**src/rtl/req_wb_bridge_pkg.sv**
```systemverilog
// Shared types for the core-request to Wishbone classic bridge.
// Holds the bridge FSM state encoding used by the top level.
package req_wb_bridge_pkg;

   typedef enum logic [1:0] {
      IDLE = 2'd0,
      BUS  = 2'd1,
      RESP = 2'd2
   } bridge_state_t;

endpackage

```
**src/rtl/wb_timeout_counter.sv**
```systemverilog
// Counts stb cycles of one Wishbone access; flags the cycle in which the count reaches TIMEOUT_CYCLES.
// Latency: expired_o is combinational from the count; no backpressure, TIMEOUT_CYCLES = 0 disables it.
module wb_timeout_counter #(
   parameter int TIMEOUT_CYCLES = 1024
) (
   input  logic sys_clk,
   input  logic rst_n,
   input  logic clear_i,
   input  logic enable_i,
   output logic expired_o
);

   generate
      if (TIMEOUT_CYCLES == 0) begin : g_off
         logic unused_inputs;
         assign unused_inputs = ^{sys_clk, rst_n, clear_i, enable_i};
         assign expired_o     = 1'b0;
      end else begin : g_on
         localparam int CW = $clog2(TIMEOUT_CYCLES + 1);
         logic [CW-1:0] cnt;
         logic [CW-1:0] cnt_nxt;

         assign cnt_nxt = cnt + 1'b1;

         always_ff @(posedge sys_clk or negedge rst_n) begin
            if (!rst_n) begin
               cnt <= '0;
            end else if (clear_i) begin
               cnt <= '0;
            end else if (enable_i) begin
               cnt <= cnt_nxt;
            end
         end

         // Fires in the stb cycle whose closing edge brings the count to the limit,
         // so the access is aborted after exactly TIMEOUT_CYCLES stb cycles.
         assign expired_o = enable_i && (cnt_nxt == CW'(TIMEOUT_CYCLES));
      end
   endgenerate

endmodule

```
**src/rtl/req_wb_bridge.sv**
```systemverilog
// Bridges a split read/write request port onto one Wishbone classic master; write wins on contention.
// Latency: response 2 cycles after the request edge with a zero-wait slave; requests are level and only sampled in IDLE.
module req_wb_bridge
   import req_wb_bridge_pkg::*;
#(
   parameter int ADDR_WIDTH     = 32,
   parameter int DATA_WIDTH     = 32,
   parameter int TIMEOUT_CYCLES = 1024,
   parameter int ERR_CNT_WIDTH  = 16
) (
   input  logic                     sys_clk,
   input  logic                     rst_n,
   input  logic [ADDR_WIDTH-1:0]    rw_address_i,
   input  logic [DATA_WIDTH-1:0]    write_data_i,
   input  logic [DATA_WIDTH/8-1:0]  write_strobe_i,
   input  logic                     read_request_i,
   input  logic                     write_request_i,
   output logic [DATA_WIDTH-1:0]    read_data_o,
   output logic                     read_response_o,
   output logic                     write_response_o,
   output logic                     bus_error_o,
   output logic [ERR_CNT_WIDTH-1:0] err_count_o,
   output logic                     wb_cyc_o,
   output logic                     wb_stb_o,
   output logic                     wb_we_o,
   output logic [ADDR_WIDTH-1:0]    wb_addr_o,
   output logic [DATA_WIDTH-1:0]    wb_data_o,
   output logic [DATA_WIDTH/8-1:0]  wb_sel_o,
   input  logic [DATA_WIDTH-1:0]    wb_data_i,
   input  logic                     wb_ack_i,
   input  logic                     wb_err_i
);

   bridge_state_t state;
   bridge_state_t state_nxt;
   logic          accept;
   logic          done;
   logic          fail;
   logic          expired;
   logic          err_flag;

   assign accept = (state == IDLE) && (read_request_i || write_request_i);
   assign done   = (state == BUS) && (wb_ack_i || wb_err_i || expired);
   // A slave ack landing in the expiry cycle still counts as a good completion.
   assign fail   = wb_err_i || (expired && !wb_ack_i);

   wb_timeout_counter #(
      .TIMEOUT_CYCLES (TIMEOUT_CYCLES)
   ) u_timeout (
      .sys_clk   (sys_clk),
      .rst_n     (rst_n),
      .clear_i   (state != BUS),
      .enable_i  (state == BUS),
      .expired_o (expired)
   );

   always_ff @(posedge sys_clk or negedge rst_n) begin
      if (!rst_n) begin
         state <= IDLE;
      end else begin
         state <= state_nxt;
      end
   end

   always_comb begin
      state_nxt        = state;
      read_response_o  = 1'b0;
      write_response_o = 1'b0;
      bus_error_o      = 1'b0;
      case (state)
         IDLE: if (accept) state_nxt = BUS;
         BUS:  if (done)   state_nxt = RESP;
         RESP: begin
            state_nxt        = IDLE;
            read_response_o  = !wb_we_o;
            write_response_o = wb_we_o;
            bus_error_o      = err_flag;
         end
         default: state_nxt = IDLE;
      endcase
   end

   // wb_we_o doubles as the latched direction of the access in flight.
   always_ff @(posedge sys_clk or negedge rst_n) begin
      if (!rst_n) begin
         wb_cyc_o    <= 1'b0;
         wb_stb_o    <= 1'b0;
         wb_we_o     <= 1'b0;
         wb_addr_o   <= '0;
         wb_data_o   <= '0;
         wb_sel_o    <= '0;
         err_flag    <= 1'b0;
         read_data_o <= '0;
         err_count_o <= '0;
      end else begin
         if (accept) begin
            wb_cyc_o  <= 1'b1;
            wb_stb_o  <= 1'b1;
            wb_we_o   <= write_request_i;
            wb_addr_o <= rw_address_i;
            wb_data_o <= write_data_i;
            wb_sel_o  <= write_request_i ? write_strobe_i : '1;
         end
         if (done) begin
            wb_cyc_o <= 1'b0;
            wb_stb_o <= 1'b0;
            err_flag <= fail;
            if (!wb_we_o) begin
               read_data_o <= fail ? '0 : wb_data_i;
            end
            if (fail && (err_count_o != '1)) begin
               err_count_o <= err_count_o + 1'b1;
            end
         end
      end
   end

endmodule
```
**config.mk**
```make
export PLATFORM = sky130hd
export DESIGN_NAME = req_wb_bridge
export DESIGN_NICKNAME = d
export VERILOG_FILES = /design/src/rtl/req_wb_bridge_pkg.sv /design/src/rtl/wb_timeout_counter.sv /design/src/rtl/req_wb_bridge.sv
export SDC_FILE = /design/constraint.sdc
export NUM_CORES = 1
export LEC_CHECK = 0
export CORE_ASPECT_RATIO = 0.8
export CORE_MARGIN = 2
export CORE_UTILIZATION = 46
export DETAILED_ROUTE_END_ITERATION = 10
export PLACE_DENSITY = 0.9
export SLEW_MARGIN = 20
export SYNTH_ARGS = -nofsm -noshare
export SYNTH_HDL_FRONTEND = slang
export SYNTH_SLANG_ARGS = --single-unit
```
**constraint.sdc**
```tcl
create_clock -name sys_clk -period 3.8 [get_ports sys_clk]
set_clock_uncertainty 0.1 [all_clocks]
set_input_delay 0.38 -clock sys_clk [delete_from_list [all_inputs] [get_ports sys_clk]]
set_output_delay 0.38 -clock sys_clk [all_outputs]
set_load 0.02 [all_outputs]
```
==> results of run 1 <==
[cell families (layout without fill, tap and decap cells)]
logic type / Yosys count / in the layout / synth area share [%]
xor+xnor: 21 / 21 / 3.38
fa+ha+maj: 3 / 3 / 0.691
flops: 132 / 132 / 60.8
buf+inv: 32 / 267 / 3.15
simple gates: 277 / 277 / 22.0
mux: 2 / 2 / 0.414
compound gates: 62 / 62 / 9.56
[power by group through the flow]
stage | combinational, mW | clock (mW) | sequential, mW
2_1_floorplan | 0.920 | 0 | 2.87
3_3_place_gp | 2.90 | 0 | 2.26
3_5_place_dp | 2.99 | 0 | 2.30
4_1_cts | 3.01 | 1.63 | 2.29
5_1_grt | 3.19 | 1.70 | 2.35
6_report | 2.98 | 1.60 | 2.28
[worst max-delay path by stage]
stage | from | to | cells past startpoint
after floorplan | u_timeout.g_on.cnt[0] | read_data_o[10] | 9
after global placement | u_timeout.g_on.cnt[0] | read_data_o[29] | 8
after detailed placement | u_timeout.g_on.cnt[0] | read_data_o[1] | 8
after CTS | u_timeout.g_on.cnt[0] | read_data_o[21] | 8
after global routing | u_timeout.g_on.cnt[0] | read_data_o[13] | 8
final | u_timeout.g_on.cnt[0] | read_data_o[21] | 8
[through the flow]
stage          cell area (sq um)  power (mW)  setup WS [ns]  instances  utilization (%)
4_1_cts                     8370        6.93          0.690        912             72.7
3_5_place_dp                7780        5.29          0.707        879             67.6
3_3_place_gp                7780        5.16          0.924        879             67.6
6_report                    8370        6.86          0.668        912             72.7
5_1_grt                     8370        7.24          0.502        912             72.7
2_1_floorplan               5430        3.79           1.33        529                -
[flip-flops by register name, summed over array words and instances (netlist names)]
register            flops
state                   2
wb_data_o              32
wb_we_o                 1
wb_stb_o                1
err_count_o            16
wb_sel_o                4
err_flag                1
read_data_o            32
u_timeout.g_on.cnt     11
wb_addr_o              32
[cells in the mapped netlist, types with 2 or more instances]
cell and number:
a21oi_1 5, a22o_1 32, and2_1 4, and3_1 5, and3b_1 2, buf_1 5, buf_2 2, buf_4 2
buf_6 4, clkbuf_1 14, dfrtp_1 132, ha_1 3, inv_1 3, nand2_1 205, nand2b_1 2, nand3_1 10
nand3b_1 2, nand4_1 9, nor2_1 18, nor3_1 6, nor3b_1 3, o21a_1 2, o21ai_0 9, o22a_1 4
o31ai_1 2, or2_2 2, xnor2_1 16, xor2_1 5
[cell type report]
cell class                 count  area (sq um)
clock buffer                  17           425
clock inverter                15           154
fill                         780          3140
inverter                       3          11.3
multi-input combinational    365          1970
sequential                   132          3300
tap                          148           185
timing repair buffer         232          2320
[worst register-to-register path: cells and delay by family (launching register included)]
| kind | cells | cell delay (ns) |
|---|---|---|
| adders and majority gates | 1 | 0.32 |
| DFF | 1 | 0.40 |
| and+or+nand+nor | 3 | 0.84 |
| AOI/OAI and AO/OA | 4 | 1.37 |
[layer usage]
| layer | track usage (%) | share of wire (%) |
|---|---|---|
| met1 | 31.2 | 41 |
| met2 | 40.6 | 50 |
| met3 | 6.92 | 8.3 |
| met4 | 7.86 | 1.0 |
| met5 | 0 | 0 |
[timing repair]
| item | 4_1_cts | 5_1_grt |
|---|---|---|
| hold buffers | 1 | 0 |
| endpoints found under the hold margin | 60 | 0 |
| buffers inserted | 0 | 0 |
==> impl_metrics.ini, run 1 <==
[synthesis]
ys_seq_area_share_pct = 60.8
postSynthCellCount = 529
yosysTopAreaCellShare_pct = 60.8
synth_ff_type = dfrtp_1
syn-num-nets = 638
ys_types = 49
netlist_area_sq_um = 5430
synth.top_cells.by_area = dfrtp_1 (61%), nand2_1 (14%), a22o_1 (5.2%)
async_flop_share_pct = 100
yosys_warnings = 0
synth_largest_area_cell = dfrtp_1
avgSynthCellArea_sq_um = 10.3
synth_edf_count = 0
synth-seq-cells = 132

[worst_hold_path]
whs_path_depth = 2
hold_start = wb_addr_o[22]
worst_hold_path.endpoint = wb_addr_o[22]
hold_path_class = reg2reg

[cells_and_area]
fin_nets = 860
syn_to_final_growth_pct = 54.1
final_cell_mix = clkdlybuf4s50_1 (226), nand2_1 (205), dfrtp_1 (132)
layout_commonest_cell = clkdlybuf4s50_1
drive_above_1_share_pct = 6.81
antenna_cells = 0

[clocking]
path_clk_slew_ns = 0.06
clockBufferDepth = 2
ctsResizeCount = 0
cts-root-buf = clkbuf_16
clkLatencyLatePin_ns = 0.41
clock-sinks = 132
htreeDepth = 4
numCtsBuffers = 17
cts_tree = built

[setup_path]
critPathArrivalTime_ns = 3.31
cp_slowest_cell = or4_4
path_delay_family = compound AO/OA/AOI/OAI gates
max_stage_delay_ns = 0.53
worstPathRequired_ns = 3.98
reg2reg_to = read_data_o[21]
start_kind = register
worstPathMaxFanout = 32
crit_chain = ha_1 -> nand4_4 -> or4_4 -> a21oi_4 -> nand3_2 -> o21bai_4 -> o211ai_4 -> a22o_1
cp-end-kind = register
crit_type = reg2reg
ff2ff_path_depth = 8
r2r-start = u_timeout.g_on.cnt[0]
r2r_slack_ns = 0.67
critical_path_buf_inv_count = 0

[floorplan]
die-area_sq_um = 12700
fp-row-count = 35
die_x_um = 126
die_h_um = 101
core_area_sq_um = 11500
initial_core_util_pct = 47.2
ios = 228

[power]
pwr-share-seq_pct = 33.3
ir_worst_vdd_mv = 0.528
comb_power_share_pct = 43.4
switching_power_mw = 2.61
switching_share_pct = 38.0
powerDensity_nw_per_um2 = 819
clockPowerShare_pct = 23.3
p_int_mw = 4.25
leakage_nw = 3.82

[detailed_routing]
viasPerCell = 5.12
wl_per_cell_um = 16.7
routed_wl_um = 15300
vias = 4673
drtPass1Iterations = 4
postRouteAntennaNets = 0
drc = 0
dr.first_iter.drc_count = 282

[sta]
fmax_mhz = 319
fin_setup_tns_ns = 0
setup_viol = 0
period_minus_slack_ns = 3.13
rsz0062_at_grt = false
slew_violations = 0
tightestPinTransition_ns = 0.845
finalCritPeriodShare_pct = 82.4
hold_viol = 0
timing.hold.ws_ns = 0.371
relSlewSlack_pct = 43.4

[grt]
antenna_found_initial = 0
grt_pass1_vias = 4768
grt_pass1_wl_um = 24400
gr-total-overflow = 0
track_usage_pct = 24.3
grt_max_degree = 73

[placement]
post-dp-hpwl_um = 10800
place.gp.congestion = 0.819
portBuffers = 227

[run]
maxCapViolations = 0

[run_status]
outcome = finished, final reports clean
No activity file was read; power rests on OpenSTA's default activity.
==> inputs of run 2 (changes only) <==
--- a/config.mk
+++ b/config.mk
@@ -7,9 +7,9 @@
 export LEC_CHECK = 0
 export CORE_ASPECT_RATIO = 0.8
 export CORE_MARGIN = 2
-export CORE_UTILIZATION = 46
+export CORE_UTILIZATION = 39
 export DETAILED_ROUTE_END_ITERATION = 10
-export PLACE_DENSITY = 0.9
+export PLACE_DENSITY = 0.81
 export SLEW_MARGIN = 20
 export SYNTH_ARGS = -nofsm -noshare
 export SYNTH_HDL_FRONTEND = slang
==> constraint.sdc (replaced) <==
create_clock -name sys_clk -period 2.7 [get_ports sys_clk]
set_clock_uncertainty 0.1 [all_clocks]
set_input_delay 0.27 -clock sys_clk [delete_from_list [all_inputs] [get_ports sys_clk]]
set_output_delay 0.27 -clock sys_clk [all_outputs]
set_load 0.02 [all_outputs]
==> impl_metrics.ini, run 2 (synthesis results as in run 1) <==
[placement]
dpl_cell_area_sq_um = 7900
pre_cts_ws_ns = -0.0464
dp.cells = 915
post-dp-hpwl_um = 10800
portBuffers = 227
place.gp.congestion = 0.781

[grt]
track_usage_pct = 20.5
antenna_found_initial = 0
grt_pass1_vias = 4481
grt_max_degree = 70
gr-total-overflow = 0
grt_pass1_wl_um = 23300

[clocking]
path_clk_slew_ns = 0.06
htreeDepth = 4
clock-sinks = 132
cts-root-buf = clkbuf_16
clkLatencyLatePin_ns = 0.41
clockBufferDepth = 2
numCtsBuffers = 17
cts_tree = built

[setup_path]
cp_slowest_cell = or4_4
critPathArrivalTime_ns = 2.83
cp-end-kind = register
max_stage_delay_ns = 0.53
worstPathMaxFanout = 16
crit_type = reg2reg
ff2ff_path_depth = 9
start_kind = register
worstPathRequired_ns = 2.89
crit_chain = ha_4 -> nand4_4 -> or4_4 -> a21oi_4 -> nand3_2 -> o21bai_4 -> buf_4 -> o211ai_4 -> a22o_1

[cells_and_area]
largestRegisters = read_data_o x32, wb_addr_o x32, wb_data_o x32
final_area_sq_um = 8600
final_cell_mix = clkdlybuf4s50_1 (226), nand2_1 (205), dfrtp_1 (131)
layout.cells.non_filler = 956
layout_commonest_cell = clkdlybuf4s50_1
fin_nets = 872
syn_to_final_growth_pct = 58.3
antenna_cells = 0
drive_above_1_share_pct = 7.99
utilization_pct = 63.2

[sta]
fin_setup_tns_ns = 0
slew_violations = 0
relSlewSlack_pct = 60.9
hold_viol = 0
finalCritPeriodShare_pct = 97.7
period_minus_slack_ns = 2.64
setup_ws_ns = 0.0610
timing.hold.ws_ns = 0.210
rsz0062_at_grt = true
tightestPinTransition_ns = 0.587
setup_viol = 0
fmax_mhz = 379

[run_status]
outcome = finished, final reports clean

[floorplan]
die-area_sq_um = 14900
die_h_um = 110
core_area_sq_um = 13600
die_x_um = 136
initial_core_util_pct = 40.0
fp-row-count = 38
ios = 228

[detailed_routing]
dr.first_iter.drc_count = 327
top_layer = met4
wl_met1_um = 6470
routed_wl_um = 15700
vias = 4686
postRouteAntennaNets = 0
drtPass1Iterations = 5
wl_met2_um = 7260
viasPerCell = 4.90
dr_wl_met3_um = 1660
drc = 0
wl_per_cell_um = 16.4

[power]
powerDensity_nw_per_um2 = 1140
finalPower_mw = 9.81
ir_worst_vdd_mv = 0.677
leakage_nw = 3.91

[run]
maxCapViolations = 0

[worst_hold_path]
hold_path_class = in2async
run 2: changes by cell type in the layout (fill, tap and decap cells not counted), sizes merged:
| cell | before | now |
|---|---|---|
| inv | 7 | 3 |
| o211ai | 1 | 2 |
| clkbuf | 17 | 25 |
| buf | 5 | 15 |
| clkinv | 5 | 4 |
| clkinvlp | 4 | 2 |
run 2: worst paths after layout:
path	slack [ns]	to	from
hold reg to reg	0.37	wb_addr_o[31]	wb_addr_o[31]
min in group sys_clk	0.28	wb_addr_o[6]	rw_address_i[6]
max in group asynchronous	1.54	wb_sel_o[0]	rst_n
setup reg to reg	0.06	read_data_o[23]	u_timeout.g_on.cnt[0]
hold / removal	0.21	wb_addr_o[15]	rst_n
setup / recovery	0.06	read_data_o[23]	u_timeout.g_on.cnt[0]
run 2: per-layer routing:
metal | GRT usage (%) | vias up
met1 | 25.2 | 2242
met4 | 6.85 | 0
met2 | 32.6 | 200
li1 | - | 2223
met3 | 9.08 | 21
met5 | 0 | -
run 2: worst max-delay path, delay by kind of cell (launching register included):
family | cells | cell delay, ns
adders and majority gates | 1 | 0.18
and+or+nand+nor | 3 | 0.79
DFF | 1 | 0.40
AOI/OAI and AO/OA | 4 | 0.88
buffers and inverters | 1 | 0.15
run 2: area by class of cell:
class | instances | area, sq um
Sequential cell | 132 | 3300
Clock inverter | 8 | 98.8
Tap cell | 180 | 225
Clock buffer | 24 | 492
Inverter | 3 | 11.3
Timing Repair Buffer | 243 | 2460
Fill cell | 1060 | 5000
Multi-Input combinational cell | 366 | 2010
run 2: repair_timing:
action	in CTS	in global routing
pin swaps	2	3
gates cloned	1	1
endpoints found under the hold margin	27	0
resized for setup	2	3
setup endpoints to repair	32	35
setup buffers	0	6
hold buffers	1	0
run 2: where the power goes:
group	total, mW	switching (mW)	leakage (nW)	internal, mW
clock network	2.28	0.831	0.286	1.45
registers	3.20	0.463	1.67	2.74
logic	4.32	2.35	1.95	1.97
==> inputs of run 3 (changes only) <==
--- a/config.mk
+++ b/config.mk
@@ -8,7 +8,9 @@
 export CORE_ASPECT_RATIO = 0.8
 export CORE_MARGIN = 2
 export CORE_UTILIZATION = 39
+export CTS_CLUSTER_DIAMETER = 50
 export DETAILED_ROUTE_END_ITERATION = 10
+export GPL_TIMING_DRIVEN = 0
 export PLACE_DENSITY = 0.81
 export SLEW_MARGIN = 20
 export SYNTH_ARGS = -nofsm -noshare
==> impl_metrics.ini, run 3 (synthesis results as in run 1) <==
[placement]
post-dp-hpwl_um = 10800
portBuffers = 227
dpl_cell_area_sq_um = 7960
pre_cts_ws_ns = -0.108
place.gp.congestion = 0.750

[setup_path]
start_kind = register
max_stage_delay_ns = 0.53
worstPathMaxFanout = 10
crit_type = reg2reg
path_delay_family = simple AND/OR/NAND/NOR gates
cp_slowest_cell = or4_4
cp-end-kind = register
worstPathRequired_ns = 2.89
critPathArrivalTime_ns = 2.74
crit_chain = ha_4 -> nand4_4 -> or4_4 -> a21oi_4 -> nand3_2 -> o21bai_4 -> buf_12 -> buf_6 -> nand4_1 -> xnor2_1
critical_path_buf_inv_count = 2

[power]
ir_worst_vdd_mv = 0.655
leakage_nw = 3.88
powerDensity_nw_per_um2 = 1110

[grt]
gr-total-overflow = 0
antenna_found_initial = 0
grt_max_degree = 68
track_usage_pct = 20.4
grt_pass1_vias = 4638
grt_pass1_wl_um = 23300

[clocking]
cts-root-buf = clkbuf_16
clockBufferDepth = 2
path_clk_slew_ns = 0.06
numCtsBuffers = 17
clock-sinks = 132
cts_tree = built
clkLatencyLatePin_ns = 0.41
htreeDepth = 4

[floorplan]
die_h_um = 110
die_x_um = 136
die-area_sq_um = 14900
core_area_sq_um = 13600
ios = 228
initial_core_util_pct = 40.0
fp-row-count = 38

[sta]
timing.hold.ws_ns = 0.275
relSlewSlack_pct = 65.3
setup_ws_ns = 0.148
slew_violations = 0
period_minus_slack_ns = 2.55
finalCritPeriodShare_pct = 94.5
tightestPinTransition_ns = 0.521
setup_viol = 0
fmax_mhz = 392
hold_viol = 0
fin_setup_tns_ns = 0
rsz0062_at_grt = false

[cells_and_area]
fin_nets = 889
n_fill_cell = 1112
final_cell_mix = clkdlybuf4s50_1 (226), nand2_1 (205), dfrtp_1 (131)
antenna_cells = 0
layout_commonest_cell = clkdlybuf4s50_1
drive_above_1_share_pct = 6.94
final_area_sq_um = 8550
largestRegisters = read_data_o x32, wb_addr_o x32, wb_data_o x32
syn_to_final_growth_pct = 57.4

[detailed_routing]
drtPass1Iterations = 4
vias = 4690
routed_wl_um = 14900
postRouteAntennaNets = 0
dr.first_iter.drc_count = 309
viasPerCell = 4.82
top_layer = met4
dr_wl_met3_um = 1420
wl_met1_um = 6470
drc = 0
wl_per_cell_um = 15.4
wl_met2_um = 6830

[worst_hold_path]
hold_path_class = in2reg

[run_status]
outcome = finished, final reports clean

[run]
maxCapViolations = 0
run 3: cell count changes in the layout (fill, tap and decap cells not counted), moves of 2 or more:
cell | previous run | this run
clkbuf_1 | 3 | 19
buf_4 | 10 | 4
buf_1 | 0 | 5
buf_12 | 4 | 1
buf_6 | 1 | 4
buf_2 | 0 | 2
bufinv_16 | 2 | 0
clkbuf_8 | 4 | 2
clkinvlp_4 | 2 | 4
o21ai_0 | 7 | 9
run 3: where the power goes:
| group | switching [mW] | leakage (nW) | internal, mW |
|---|---|---|---|
| Clock | 0.828 | 0.246 | 1.22 |
| Sequential | 0.447 | 1.67 | 2.73 |
| Combinational | 2.35 | 1.96 | 1.96 |
run 3: final timing paths:
path | from | end | slack (ns) | cells after the start
max | u_timeout.g_on.cnt[1] | err_count_o[11] | 0.15 | 10
min | write_data_i[6] | wb_data_o[6] | 0.28 | 3
max reg2reg | u_timeout.g_on.cnt[1] | err_count_o[11] | 0.15 | 10
min reg2reg | wb_addr_o[29] | wb_addr_o[29] | 0.37 | 2
max in group asynchronous | rst_n | u_timeout.g_on.cnt[0] | 1.50 | 3
min in group asynchronous | rst_n | read_data_o[25] | 0.29 | 2
run 3: stage by stage:
| stage | std cells | power, mW | util, % |
|---|---|---|---|
| 5_1_grt | 973 | 10.1 | 62.9 |
| 3_3_place_gp | 936 | 7.45 | 58.3 |
| 6_report | 973 | 9.53 | 62.9 |
| 4_1_cts | 973 | 9.63 | 62.8 |
| 3_5_place_dp | 937 | 7.52 | 58.6 |
| 2_1_floorplan | 529 | 5.34 | - |
run 3: layout make-up:
cell class                      count  area (sq um)  area share (%)
Clock buffer                       24           472            5.51
Timing Repair Buffer              232          2350            27.5
Buffer                             29           160            1.87
Tap cell                          180           225            2.63
Inverter                            3          11.3           0.132
Clock inverter                      8          53.8           0.629
Sequential cell                   132          3300            38.6
Multi-Input combinational cell    365          1980            23.1
run 3: what timing repair did:
| action | in CTS | in global routing |
|---|---|---|
| hold buffers | 1 | 0 |
| buffers inserted | 3 | 0 |
| setup endpoints to repair | 32 | 42 |
| pin swaps | 1 | 0 |
| endpoints found under the hold margin | 65 | 0 |
| gates resized for setup | 0 | 4 |
run 3: worst register-to-register path, delay by kind of cell (launching register included):
family,cells,cell delay [ns]
XOR/XNOR,1,0.16
adder cells (fa/ha/maj),1,0.19
buffers and inverters,2,0.27
flip-flops,1,0.40
AO/OA/AOI/OAI,2,0.40
AND/OR/NAND/NOR,4,0.89
run 3: routing by layer:
layer  up-vias  track usage [%]
li1       2268                -
met3        14             8.94
met2       179             31.4
met1      2229             25.7
met5         -                0
met4         0             7.14
==> RTL change (config.mk and constraints of run 3) <==
Put one more register stage on the output `err_count_o`. The value now appears one clock later. The other outputs are not delayed to match.
--- a/src/rtl/req_wb_bridge.sv
+++ b/src/rtl/req_wb_bridge.sv
@@ -32,2 +32,4 @@
 );
+
+   logic [ERR_CNT_WIDTH-1:0] err_count_s0;
 
@@ -93,3 +95,3 @@
          read_data_o <= '0;
-         err_count_o <= '0;
+         err_count_s0 <= '0;
       end else begin
@@ -110,4 +112,4 @@
             end
-            if (fail && (err_count_o != '1)) begin
-               err_count_o <= err_count_o + 1'b1;
+            if (fail && (err_count_s0 != '1)) begin
+               err_count_s0 <= err_count_s0 + 1'b1;
             end
@@ -117,2 +119,6 @@
 
+   always_ff @(posedge sys_clk) begin
+      err_count_o <= err_count_s0;
+   end
+
 endmodule
Check against the original RTL: not equivalent (a bounded check fails within 4 cycles, from zero or initial values and one cycle with rst_n low).
==> RTL change against run 3 <==
- wire length down 0.70%
- area after synthesis up 4.0%
- utilization up 0.73 points
- sequential power up 13%
- first-iteration DRC count down 41%
- sequential cell count up 16
- design area up 5.6%
- power up 11%
- clock power up 16%
- non-clock buffer count up 3
- global-route usage down 1.0 points
- worst setup slack worse by 0.11 ns
==> RTL change: results (changes against run 3) <==
stage,metric,value,unit,change
yosys,synthAdderAreaFrac,0.6645,%,-0.026 points
clock_network,clock_latency,0.43,ns,+0.02 ns
yosys,async_reset_ff_share,89.19,%,-11 points
layout,bufAreaShareNonClock,28.11,%,-1.2 points
place,place_inst,812,,-13%
route,via_per_inst,5.019,,+4.1%
route,met2_length,7435,um,+8.9%
layout,seq_area_share,40.12,%,+1.5 points
timing,max_freq,375.5,MHz,-4.1%
hold_path,hold_path_class,in -> async,,
pwr,p_int,6.918,mW,+17%
critical_path,r2r_cells,11,,+1
outcome,status,completed,,
grt,grtUsageMet3,7.613,%,-1.3 points
grt,grt_use_met1,21.43,%,-4.3 points
pwr,powerClk,2.37,mW,+16%
place,gp_congestion,0.8225,,+9.6%
timing,fin_hold_ws,0.2535,ns,-0.02176 ns
layout,layout.nets,770,,-13%
critical_path,r2r-end,read_data_o[26],,
route,wl_met3,1197,um,-16%
yosys,synth-compound-area-share,9.480,%,-0.076 points
grt,grt_max_degree,72,,+5.9%
yosys,avgSynthCellArea,14.12,um^2,+37%
place,place_ws,-0.1482,ns,-0.04057 ns
route,wirelength,14840,um,-0.70%
yosys,synth_nets,509,,-20%
grt,grt_pass1_vias,4660,,+0.47%
place,post_dp_cell_area,8184,um^2,+2.8%
yosys,synthTopCellsByArea,"dfrtp_1 (58%), mux2_2 (13%), dfxtp_1 (5.7%)",,
yosys,synthTopCellsByCount,"dfrtp_1 (132), mux2_2 (66), a22o_1 (32), xnor2_1 (20), nor2_1 (17)",,
yosys,synth-xor-area-share,3.566,%,+0.18 points
grt,grt_pass1_wl,23610,um,+1.4%
pwr,switching_share,34.77,%,-3.2 points
place,dpl.hpwl,10620,um,-1.6%
layout,finalInstanceArea,9035,um^2,+5.6%
layout,multi_input_area,2032,um^2,+2.8%
timing,slew_headroom,61.39,%,-3.9 points
yosys,ys_seq_area_share,64.14,%,+3.4 points
yosys,synth-seq-cells,148,,+12%
layout,layout.cells.non_filler,858,,-12%
yosys,yosysUniqueCellTypes,42,,-14%
pwr,ir_worst_vdd,0.7264,mV,+11%
critical_path,crit_arrival,2.88,ns,+0.14 ns
yosys,synth_mux_area_share,13.33,%,+13 points
layout,fillCellCount,1062,,-4.5%
pwr,powerSeq,3.60,mW,+13%
==> RTL change: logic make-up (layout without fill, tap and decap cells) <==
| family | after synthesis | count (layout) |
|---|---|---|
| muxes | 67 | 67 |
| adders and majority gates | 3 | 3 |
| and+or+nand+nor | 69 | 69 |
| AOI/OAI and AO/OA | 65 | 65 |
| DFF | 148 | 148 |
| buffers and inverters | 25 | 299 |
| xor gates and xnor gates | 23 | 23 |
==> RTL change: critical path, stage by stage, from the launching register on <==
cell	delay (ns)
dfrtp_1	0.43
ha_4	0.20
and4_4	0.20
a21o_1	0.17
a21oi_2	0.19
o2111ai_4	0.18
nor4_4	0.29
buf_4	0.18
o311ai_4	0.11
buf_6	0.17
buf_4	0.15
a22o_1	0.18
==> RTL change: timing repair <==
item | 4_1_cts | 5_1_grt
hold buffers | 1 | 0
pin swaps | 2 | 9
endpoints found under the hold margin | 61 | 0
gates resized for setup | 5 | 29
setup endpoints to repair | 43 | 46
cloned | 0 | 3
buffers inserted | 2 | 8
